## src/rtl/fib_seq_gen.sv

```systemverilog
// Streams Fibonacci terms over a valid/ready handshake; stop mode ends before
// the N-bit range overflows, wrap mode emits the sequence modulo 2^N until aborted.
module fib_seq_gen #(
  parameter int unsigned N = 4
) (
  input  logic         clk,
  input  logic         rst,
  input  logic         start,
  input  logic         mode,
  input  logic         abort,
  input  logic         out_ready,
  output logic         out_valid,
  output logic [N-1:0] out_data,
  output logic         out_last,
  output logic [7:0]   term_idx,
  output logic         busy,
  output logic         done
);

  typedef enum logic [1:0] {
    IDLE = 2'd0,
    EMIT = 2'd1,
    DONE = 2'd2
  } state_t;

  state_t       state, state_n;
  logic [N:0]   a, a_n;
  logic [N:0]   b, b_n;
  logic [N:0]   sum;
  logic [7:0]   idx_n;
  logic         mode_q, mode_n;
  logic         fire;

  always_ff @(posedge clk) begin
    if (rst) begin
      state    <= IDLE;
      a        <= '0;
      b        <= '0;
      term_idx <= '0;
      mode_q   <= 1'b0;
    end else begin
      state    <= state_n;
      a        <= a_n;
      b        <= b_n;
      term_idx <= idx_n;
      mode_q   <= mode_n;
    end
  end

  assign sum  = a + b;
  assign fire = out_valid && out_ready;

  always_comb begin
    state_n = state;
    a_n     = a;
    b_n     = b;
    idx_n   = term_idx;
    mode_n  = mode_q;
    // abort beats both start and the handshake, so no register moves with it
    if (abort) begin
      state_n = IDLE;
    end else begin
      unique case (state)
        IDLE: begin
          if (start) begin
            a_n     = '0;
            b_n     = (N+1)'(1);
            idx_n   = '0;
            mode_n  = mode;
            state_n = EMIT;
          end
        end
        EMIT: begin
          if (fire) begin
            if (out_last) begin
              state_n = DONE;
            end else begin
              a_n   = b;
              b_n   = mode_q ? {1'b0, sum[N-1:0]} : sum;
              idx_n = term_idx + 8'd1;
            end
          end
        end
        DONE: state_n = IDLE;
        default: state_n = IDLE;
      endcase
    end
  end

  // b[N] set means the successor of a no longer fits; gated to EMIT so it
  // never lingers once the run has finished.
  assign out_valid = (state == EMIT);
  assign busy      = (state == EMIT);
  assign done      = (state == DONE);
  assign out_data  = a[N-1:0];
  assign out_last  = (state == EMIT) && !mode_q && b[N];

endmodule
```

## config.mk

```make
export PLATFORM = sky130hd
export DESIGN_NAME = fib_seq_gen
export DESIGN_NICKNAME = d
export VERILOG_FILES = /design/src/rtl/fib_seq_gen.sv
export SDC_FILE = /design/constraint.sdc
export NUM_CORES = 1
export LEC_CHECK = 0
export CORE_AREA = 2 2 49 56
export CTS_BUF_LIST = sky130_fd_sc_hd__clkbuf_16
export CTS_CLUSTER_SIZE = 14
export DETAILED_ROUTE_END_ITERATION = 16
export DIE_AREA = 0 0 51 58
export GPL_TIMING_DRIVEN = 1
export PLACE_DENSITY = 0.72
export SYNTH_ARGS = -nofsm -noshare
export SYNTH_HDL_FRONTEND = slang
export SYNTH_SLANG_ARGS = --single-unit
export TNS_END_PERCENT = 10
```

## constraint.sdc

```tcl
create_clock -name clk -period 2.1 [get_ports clk]
set_clock_uncertainty 0.15 [all_clocks]
set_input_delay 0.42 -clock clk [delete_from_list [all_inputs] [get_ports clk]]
set_output_delay 0.42 -clock clk [all_outputs]
set_load 0.005 [all_outputs]
```

==> impl_metrics.toml <==
[floorplan]
floorplan.rows = 19
chipHeight_microns = 58
core_area_sq_um = 2400
floorplan.die_area_sq_um = 2960
start_util = 0.480
num_io_pins = 22
dieWidth_microns = 51

[placed_design]
count_of_buffers_inserted_at_the_top_level_ports = 21
routabilityCongestion = 0.775
dpl.cell_count = 187
dp_hpwl_microns = 1960

[layout]
final_core_utilization = 0.631
diodes = 0
drive_gt1_frac = 0.156
area.growth.synth_to_final_pct = 31.2
final_cells = 191
final_net_count = 173

[routing]
routed_wirelength_microns = 2610
detail_route.vias_per_cell = 5.69
vias = 1086
routedWlPerCell_microns = 13.7
drtPass1Iterations = 4
ant_nets = 0
detail_route.drc_violations = 0
dr.first_iter.drc_count = 13

[worst_setup_path]
cp-start-kind = "flip-flop"
setup.reg_to_reg.worst_slack_ps = 230
r2r_end = "b[4]"
timing.critical_path.to_type = "output port"
cp_data_arrival_time_ps = 1440
required_time_reported_for_the_critical_path_endpoint_ps = 1530
critical_path.max_fanout = 7
rr_startpoint = "b[0]"
worst-r2r-cell-count = 6
crit_type = "flip-flop to output port"

[global_route]
grt_max_degree = 21
gr_ovfl_total = 0
grt_pass1_wl_microns = 4660
antenna_found_initial = 0
gr-usage-all-layers = 0.205
first_global_vias = 1068

[timing]
finalCritPeriodShare = 0.958
setup_viol = 0
final.setup.tns_ps = 0
timing.fmax_mhz = 497
worst_rel_slew_slack = 0.807
timing_hold_violations_final = 0
finalMaxSlewViolations = 0
fin_crit_ps = 2010
worstMarginPinSlew_ps = 290
rsz0062_at_grt = "no"

[clocking]
clkSinkCount = 21
post_cts_hold_buffer_count = 0
clock_latency_at_the_later_pin_of_the_worst_skew_pair_ps = 250
htree_num_levels = 1
cts.reportedPaths.clkPinSlew_ps = 60
cts_buffer_depth = 2
post-cts-setup-buffer-count = 0
tritoncts.num_buffers = 3
clockRootBuffer = "clkbuf_16"
tritoncts = "built"

[synthesis]
synth_enable_flop_cells = 0
synth_seq_cells = 21
most_numerous_cell_in_the_yosys_netlist = "dfxtp_1"
synthTopCellsByArea = "dfxtp_1 36%, ha_1 5.4%, a21oi_1 4.8%, nand3_1 4.3%, buf_4 3.9%"
seq_area_frac_synth = 0.364
netlist.top_cell.by_area = "dfxtp_1"
ys_types = 45
postSynthAreaPerCell_sq_um = 8.67
synth_common_cells = "21 x dfxtp_1, 12 x nor2_1, 11 x a21oi_1"
ys_dominant_reg_cell = "dfxtp_1"
post-synth-top-area-fraction = 0.364
async_reset_ff_frac = 0
netlist_instances = 133
post_synth_instance_area_sq_um = 1150
yosysWarningCount = 0
synthesis.nets = 145

[min_path]
timing.hold.worst_path_depth = 2
hold_path_startpoint = "a[2]"
whs_endpoint = "a[2]"
hp-class = "flip-flop to flip-flop"

[power]
clkPwrFrac = 0.443
share_comb_of_total_power = 0.091
vdd_drop_max_mv = 0.352
power_report.internal_total_w = 0.000695
finalPower_w = 0.000875
switching_share = 0.206
seq_power_share = 0.466
netSwitchingPower_w = 0.000180
power.leakage_nw = 0.583
power.density_nw_per_um2 = 578

[run]
maxCapViolations = 0

[run_status]
run_status = "complete, no violations"
-- critical path: stages (launching register included) --
cell,delay [ps]
dfxtp_2,360
nand2b_4,190
inv_2,130
clkdlybuf4s50_1,520
-- power by group through the flow --
stage	registers [W]	logic (W)	clock network (W)
after floorplan	0.000415	0.0000418	0
after global placement	0.000417	0.0000778	0
after detailed placement	0.000417	0.0000794	0
after CTS	0.000409	0.0000799	0.000390
after global routing	0.000409	0.0000866	0.000414
final	0.000408	0.0000794	0.000387
-- metal layers --
layer | track usage | wire length [microns] | share of wire
met1 | 0.256 | 1090 | 0.42
met2 | 0.362 | 1410 | 0.54
met4 | 0.0541 | 29 | 0.011
met5 | 0 | 0 | 0
met3 | 0.0335 | 79 | 0.030
-- per-stage QoR --
stage | area (sq um) | worst slack, ps | hold WS [ps]
after floorplan | 1150 | 369 | 299
after global placement | 1430 | -36.8 | 307
after detailed placement | 1430 | -118 | 319
after CTS | 1510 | 27.8 | 326
after global routing | 1510 | 2.19 | 366
final | 1510 | 89.0 | 326
-- cells by family (layout without fill, tap and decap cells) --
| family | count (synthesis) | count (layout) | share of synthesized area |
|---|---|---|---|
| simple gates | 54 | 54 | 0.256 |
| mux | 1 | 1 | 0.00868 |
| fa+ha+maj | 6 | 6 | 0.0716 |
| flops | 21 | 21 | 0.364 |
| xor+xnor | 2 | 2 | 0.0152 |
| compound gates | 36 | 36 | 0.220 |
| buf+inv | 13 | 40 | 0.0640 |
-- layout make-up --
class,instances,area [sq um]
clock inverters,1,3.75
clock buffers,3,75.1
inverters,3,11.3
multi-input cells,99,659
flip-flops and latches,21,425
well taps,31,38.8
repair buffers,33,300
fillers,212,887
-- state kept, by name, indices dropped and copies added (netlist names) --
signal    flops
a             5
state         2
mode_q        1
term_idx      8
b             5
-- layout by cell type, fill, tap and decap left out, types with 2 or more instances in the layout --
cell type / instances
buf_4: 12
nand2b_1: 2
nand2_1: 9
inv_1: 3
nand4_1: 2
a22oi_1: 3
xor2_1: 2
clkdlybuf4s50_1: 21
nor3_1: 2
a21o_1: 2
dfxtp_1: 19
o21ai_0: 8
a211oi_1: 3
nand3_1: 10
nor2_1: 12
nor2b_1: 4
clkbuf_16: 3
a21oi_1: 11
ha_1: 5
-- timing repair --
| item | 4_1_cts | 5_1_grt |
|---|---|---|
| hold endpoints to repair | 0 | 0 |
| setup endpoints to repair | 3 | 3 |
| gates resized for setup | 1 | 2 |
-- worst max-delay path by stage --
stage / startpoint / endpoint / slack, ps / cells after the start
final: state[1] / busy / 90 / 3
after floorplan: b[0] / b[4] / 370 / 6
after global placement: start / term_idx[6] / -40 / 5
after detailed placement: start / term_idx[6] / -120 / 5
after CTS: state[1] / busy / 30 / 3
after global routing: start / term_idx[6] / 2 / 5
No activity file was read; power rests on OpenSTA's default activity.
